## config.mk

```make
export PLATFORM = sky130hd
export DESIGN_NAME = icache
export DESIGN_NICKNAME = d
export VERILOG_FILES = /design/src/rtl/icache.sv
export SDC_FILE = /design/constraint.sdc
export NUM_CORES = 1
export LEC_CHECK = 0
export CAP_MARGIN = 20
export CORE_MARGIN = 1
export CORE_UTILIZATION = 30
export DETAILED_ROUTE_END_ITERATION = 16
export GPL_TIMING_DRIVEN = 0
export SYNTH_ARGS = -nofsm -noshare
export SYNTH_HDL_FRONTEND = slang
export SYNTH_SLANG_ARGS = --single-unit
export TNS_END_PERCENT = 10
```

## constraint.sdc

```tcl
create_clock -name CLK -period 6.1 [get_ports CLK]
set_input_delay 1.22 -clock CLK [delete_from_list [all_inputs] [get_ports CLK]]
set_output_delay 1.22 -clock CLK [all_outputs]
set_load 0.02 [all_outputs]
```

## src/rtl/icache.sv

```systemverilog
// Direct-mapped, one-word-per-frame instruction cache with a wait-handshake refill port.
// Optional feature: define ICACHE_BYPASS_EN to forward refill data to the fetch in the fill cycle.
module icache #(
    parameter int unsigned IDX_W = 4,
    parameter int unsigned TAG_W = 26
) (
    input  logic        CLK,
    input  logic        nRST,
    input  logic        imemREN,
    input  logic [31:0] imemaddr,
    output logic        ihit,
    output logic [31:0] imemload,
    input  logic        iflush,
    output logic        iREN,
    output logic [31:0] iaddr,
    input  logic        iwait,
    input  logic [31:0] iload
);

    localparam int unsigned Frames = 1 << IDX_W;

    typedef enum logic [0:0] {StIdle, StFill} state_e;

    state_e                   state_q;
    logic [29:0]              fill_q;
    logic [Frames-1:0]        valid_q;
    logic [TAG_W-1:0]         tag_q  [Frames];
    logic [31:0]              data_q [Frames];

    logic [IDX_W-1:0]         req_idx;
    logic [TAG_W-1:0]         req_tag;
    logic [IDX_W-1:0]         fill_idx;
    logic                     lookup_hit;
    logic                     fill_done;

    assign req_idx    = imemaddr[IDX_W+1:2];
    assign req_tag    = imemaddr[31:IDX_W+2];
    assign fill_idx   = fill_q[IDX_W-1:0];
    assign lookup_hit = imemREN & valid_q[req_idx] & (tag_q[req_idx] == req_tag);
    assign fill_done  = (state_q == StFill) & ~iwait;

`ifdef ICACHE_BYPASS_EN
    logic unused_bits;
    assign unused_bits = ^imemaddr[1:0];
`else
    logic unused_bits;
    assign unused_bits = ^{imemaddr[1:0], iload};
`endif

    always_comb begin
        ihit     = 1'b0;
        imemload = '0;
        iREN     = 1'b0;
        iaddr    = '0;
        case (state_q)
            StIdle: begin
                ihit = lookup_hit & ~iflush;
                if (ihit) imemload = data_q[req_idx];
            end
            StFill: begin
                iREN  = 1'b1;
                iaddr = {fill_q, 2'b00};
`ifdef ICACHE_BYPASS_EN
                // Forward only when the requester still wants exactly the word being filled.
                if (!iwait && imemREN && (imemaddr[31:2] == fill_q) && !iflush) begin
                    ihit     = 1'b1;
                    imemload = iload;
                end
`endif
            end
            default: ;
        endcase
    end

    always_ff @(posedge CLK or negedge nRST) begin
        if (!nRST) begin
            state_q <= StIdle;
            fill_q  <= '0;
            valid_q <= '0;
        end else begin
            case (state_q)
                StIdle: begin
                    if (iflush) begin
                        valid_q <= '0;
                    end else if (imemREN && !lookup_hit) begin
                        fill_q  <= imemaddr[31:2];
                        state_q <= StFill;
                    end
                end
                StFill: begin
                    // A flush landing on the completion cycle leaves the new frame invalid.
                    if (iflush) valid_q <= '0;
                    if (!iwait) begin
                        if (!iflush) valid_q[fill_idx] <= 1'b1;
                        state_q <= StIdle;
                    end
                end
                default: state_q <= StIdle;
            endcase
        end
    end

    // Tag/data arrays carry no reset; valid bits alone qualify them.
    always_ff @(posedge CLK) begin
        if (fill_done) begin
            tag_q[fill_idx]  <= fill_q[29:IDX_W];
            data_q[fill_idx] <= iload;
        end
    end

endmodule
```

## Word level (Yosys, flattened, before mapping)

Memory sizes are Yosys's and may differ from the RTL's.
Index checks and enable logic that the tools add are counted.
Widths: inputs -> output; s select.

- Order comparisons: 3
- Equality and inequality tests: 1
- Multiplexer cells: 20
- Bitwise operators: 8
- Reduce and logical (&&, ||, !) cells: 4

Operator list:

| kind | number |
|---|---|
| $mux 32 | 3 |
| $mux 16 | 4 |
| $pmux 16 s2 | 1 |
| $eq 26x26->1 | 1 |
| $or 16x16->16 | 1 |
| $lt 4x5->1 const B | 2 |
| $mux 1 | 9 |
| $and 1x1->1 | 4 |
| $bmux 1 s4 | 1 |
| $demux 1 s4 | 1 |
| $ge 4x1->1 const B | 1 |
| $not 1->1 | 3 |
| $reduce_and 3->1 | 1 |
| $logic_and 1x1->1 | 2 |
| $pmux 1 s2 | 1 |
| $logic_not 1->1 | 1 |

- Flip-flop bits (word level): 47
- RAM bits: 928
- Input bits: 69
- Output and inout bits: 66
- Logic and storage cells: 41
- Memories kept: 2

Memories:

| memory | words | width | read ports | clocked after Yosys merged registers in | wr ports | line | source |
|---|---|---|---|---|---|---|---|
| data_q | 16 | 32 | 1 | 0 | 1 | 28 | `logic [31:0] data_q [Frames];` |
| tag_q | 16 | 26 | 1 | 0 | 1 | 27 | `logic [TAG_W-1:0] tag_q [Frames];` |

## Depth between registers and ports, before layout

- Depth in word-level cells: 9
- Gate-level depth with buffers: 14
- Depth with buffers taken out: 9

## Least setup slack after synthesis

No wires, ideal clock.

- Path kind: input to register
- Start: in iwait
- End: mem data_q[0][0] (enable)
- Setup time: 0.548 ns
- Arrival: 5.749 ns
- Data required time: 5.552 ns
- Path slack: -0.196 ns
- Stages on the path: 3
- Path buffers: 0
- Path through: nand2b_1 or3_1 nor3_1

- Word-level cells in the longest chain between the ends: 4

Ends and longest elaborated chain:

| item | line | source |
|---|---|---|
| start, declared | 16 | `input logic iwait,` |
| $not 1->1 | 40 | `assign fill_done = (state_q == StFill) & ~iwait;` |
| $and 1x1->1 | 40 |  |
| $mux 1 | 105 | `if (fill_done) begin` |
| $mux 1 (not written as such) | 107 | `data_q[fill_idx] <= iload;` |
| end, declared | 28 |  |

Every way passes these cells.

## Worst setup path in the final report

- Start: in imemaddr[3]
- End: out imemload[27]

- Word-level cells in the longest chain between the ends: 7
- Elaborated cells between the ends (all ways): 10
- Those cells by class: 1 x eq/ne; 4 x mux; 3 x bitwise; 2 x memory

Ends and longest elaborated chain:

| item | line | source |
|---|---|---|
| start, declared | 10 | `input logic [31:0] imemaddr,` |
| branches (longest 5 deep; another with $mem_v2 16x26) | -- |  |
| $mux 32 (*) | 58 | `if (ihit) imemload = data_q[req_idx];` |
| $mux 32 (*) | 55 | `case (state_q)` |
| end, declared | 12 | `output logic [31:0] imemload,` |

Mark *: on every way between the ends. The select of a mux whose other input is x is not followed.

==> impl_metrics.py <==
metrics = {
    "global_routing": {
        "use_met1": 0.225,
        "grt_util_met3": 0.0345,
        "number_of_global_route_vias_before_repair": 19300,
        "gr-usage-all-layers": 0.162,
        "antenna_violations_before_repair": 11,
        "grt-busiest-layer": "met2",
        "groute.layer.met2.usage": 0.262,
        "grt_overflow_total": 0,
        "grt_start_max_net_pins": 48,
        "grt_pass1_wl_um": 146000,
    },
    "floorplan": {
        "placement_rows": 130,
        "die_area_um2": 128000,
        "die_height_um": 358,
        "die_width_um": 358,
        "boundaryPins": 135,
        "floorplan.initialDensity": 0.303,
        "coreArea_um2": 126000,
    },
    "cts": {
        "cts-htree-levels": 3,
        "clkSinkCount": 975,
        "path_clk_slew_ns": 0.06,
        "clock_insertion_delay_worst_skew_ns": 0.65,
        "tritoncts.num_buffers": 91,
        "cts_buffer_depth": 3,
        "tritoncts_clock_tree": "done",
        "cts_root_buffer": "sky130_fd_sc_hd__clkbuf_16",
    },
    "critical_path": {
        "r2r-start": "tag_q[13][23]",
        "path_max_fanout": 10,
        "regToRegSetupSlack_ns": 2.80,
        "critical_path_startpoint_category": "input pin",
        "timing.reg2reg.worst_path_depth": 11,
        "crit_start": "imemaddr[3]",
        "cp_data_required_time_ns": 4.88,
        "worst-endpoint-arrival_ns": 4.75,
        "setup.worst_path.class": "input pin to output pin",
        "worst_setup_path_endpoint": "imemload[27]",
        "crit-reg2reg-capture": "fill_q[0]",
        "setup.worst_path.end_class": "output pin",
    },
    "synthesis": {
        "synth-warning-count": 0,
        "synth_top_cell_area_share": 0.733,
        "synth_top_cells_by_area": "sky130_fd_sc_hd__edfxtp_1 73%, sky130_fd_sc_hd__mux4_2 15%, sky130_fd_sc_hd__dfrtp_1 3.1%",
        "async_flop_share": 0.0482,
        "syn_avg_cell_area_um2": 22.5,
        "synth_ff_type": "sky130_fd_sc_hd__edfxtp_1",
        "synth.yosys.seq_area_share": 0.764,
        "synth_top_area_cell": "sky130_fd_sc_hd__edfxtp_1",
        "netlist_instances": 1691,
        "postSynthRegisterBits": 975,
        "synth.distinct_cells": 57,
        "synth_edf_count": 928,
        "synth_area_um2": 38000,
    },
    "status": {
        "status": "completed",
    },
    "timing": {
        "clock.fmax_mhz": 167,
        "worst-slew-pin-transition_ns": 1.03,
        "finalSetupViolCount": 0,
        "setup_ws_ns": 0.130,
        "period_minus_slack_ns": 5.97,
        "number_of_failing_hold_endpoints_at_the_final_stage": 0,
        "rsz0062_at_grt": "yes",
        "fin_setup_tns_ns": 0,
        "finClkSkew_ns": 0.0256,
        "report.final.slew_viol_count": 0,
        "slew-limit-headroom": 0.315,
        "finalCritPeriodShare": 0.979,
    },
    "power": {
        "switching_portion_of_total_power": 0.222,
        "power.clock.fraction": 0.384,
        "worst_ir_drop_vdd_mv": 0.310,
        "power_frac_seq": 0.544,
        "cell_internal_pwr_w": 0.0112,
        "share_of_power_burned_in_combinational_logic": 0.072,
        "power_density_nw_per_um2": 314,
        "total_power_w": 0.0144,
        "leakagePower_nw": 14.9,
        "switch_pwr_w": 0.00320,
    },
    "layout": {
        "layout.cells.most_common_list": "928 x sky130_fd_sc_hd__edfxtp_1, 249 x sky130_fd_sc_hd__mux4_2, 94 x sky130_fd_sc_hd__clkbuf_16",
        "post_layout_nonfiller_instances": 3710,
        "flow.area_growth_from_synthesis_pct": 20.7,
        "stdcell_area_um2": 45900,
        "nets": 2057,
        "post_route_cells_drive_above_1_share": 0.295,
        "layout.cells.most_common": "sky130_fd_sc_hd__edfxtp_1",
        "ant_diodes": 0,
    },
    "route": {
        "drc": 0,
        "first_pass_iters": 5,
        "drt_first_iter_violations": 2026,
        "remaining_antenna_violation_count_after_routing": 0,
        "avgViaCountPerCell": 5.11,
        "routed_wirelength_um": 104000,
        "via_count": 19000,
        "post_drt_wl_per_cell_um": 28.0,
    },
    "place": {
        "placed_cell_area_um2": 42800,
        "dp.final_hpwl_um": 68000,
        "post-place-cells": 3542,
        "routabilityCongestion": 0.795,
        "place.port_buffers": 125,
        "pre_cts_slack_ns": -1.92,
    },
    "min_path": {
        "timing.hold.worst.class": "flip-flop to flip-flop",
    },
    "flow_run": {
        "max_cap_viol_count": 0,
    },
}
-- power by group through the flow --
stage / clock, W / combinational (W) / sequential, W
2_1_floorplan: 0 / 0.000564 / 0.00791
3_3_place_gp: 0 / 0.000953 / 0.00798
3_5_place_dp: 0 / 0.00103 / 0.00799
4_1_cts: 0.00561 / 0.00106 / 0.00784
5_1_grt: 0.00587 / 0.00110 / 0.00787
6_report: 0.00553 / 0.00104 / 0.00784
-- stage by stage --
stage | hold slack (ns) | util
finish | 0.504 | 0.365
global route | 0.521 | 0.365
CTS | 0.501 | 0.365
detailed placement | 0.486 | 0.341
global placement | 0.473 | 0.329
floorplan | 0.461 | -
-- kinds of logic after synthesis --
kind of cell | synth area share
flip-flops | 0.764
XOR/XNOR | 0.00530
AO/OA/AOI/OAI | 0.0112
multiplexers | 0.181
buffers and inverters | 0.0136
other | 0.0000987
AND/OR/NAND/NOR | 0.0247
-- synthesized netlist by cell type, drive strengths merged, types with 2 or more instances --
cell,instances
mux2,40
nand4,2
a2111oi,3
edfxtp,928
a221oi,3
o22ai,4
a21oi,10
a22oi,11
nor2,56
nand2,13
nand3,7
inv,4
a211oi,3
o21ai,8
and4,2
mux4,249
clkbuf,40
nor2b,7
mux2i,71
xnor2,12
a21o,2
dfrtp,47
a221o,3
xor2,11
nor3,7
and3,32
nor4,4
buf,52
and2,33
nand2b,8
o221ai,2
-- flip-flops by register name, indices dropped and copies added, names as in the netlist --
signal	count
data_q	512
fill_q	30
valid_q	16
tag_q	416
state_q	1
-- final cells by class --
class	instances	area (um^2)
plain buffers	92	688
clock buffers	119	2490
clock inverters	46	369
fillers	11400	79700
inverters	5	20.0
multi-input cells	620	8630
flip-flops and latches	975	29000
well taps	1650	2060
repair buffers	203	2580
-- critical path: stages --
cell	delay (ns)
sky130_fd_sc_hd__buf_2	0.18
sky130_fd_sc_hd__buf_4	0.33
sky130_fd_sc_hd__mux4_2	0.56
sky130_fd_sc_hd__a22oi_1	0.19
sky130_fd_sc_hd__nand3_1	0.11
sky130_fd_sc_hd__xor2_1	0.16
sky130_fd_sc_hd__nor3_2	0.23
sky130_fd_sc_hd__nand4_1	0.26
sky130_fd_sc_hd__nor4_4	0.38
sky130_fd_sc_hd__buf_12	0.18
sky130_fd_sc_hd__buf_4	0.16
sky130_fd_sc_hd__clkbuf_2	0.22
sky130_fd_sc_hd__and3_1	0.22
sky130_fd_sc_hd__clkdlybuf4s15_1	0.32
-- repair_timing --
| item | in CTS | in global routing |
|---|---|---|
| buffers inserted | 2 | 0 |
| hold buffers | 0 | 0 |
| resized for setup | 119 | 34 |
| pin swaps | 4 | 2 |
| endpoints found under the setup margin | 33 | 29 |
| gates cloned | 0 | 0 |
-- worst min-delay path by stage --
stage | from | cells after the start | end | slack, ns
detailed placement | valid_q[7] | 2 | valid_q[7] | 0.49
finish | valid_q[1] | 2 | valid_q[1] | 0.50
floorplan | valid_q[15] | 2 | valid_q[15] | 0.46
global route | valid_q[10] | 2 | valid_q[10] | 0.52
global placement | valid_q[10] | 2 | valid_q[10] | 0.47
CTS | valid_q[7] | 2 | valid_q[7] | 0.50
-- layer usage --
metal,vias up,wire [um]
li1,7694,-
met1,10300,43900
met2,792,50000
met3,146,7900
met4,16,1830
met5,-,109
(Power assumes the default switching activity.)
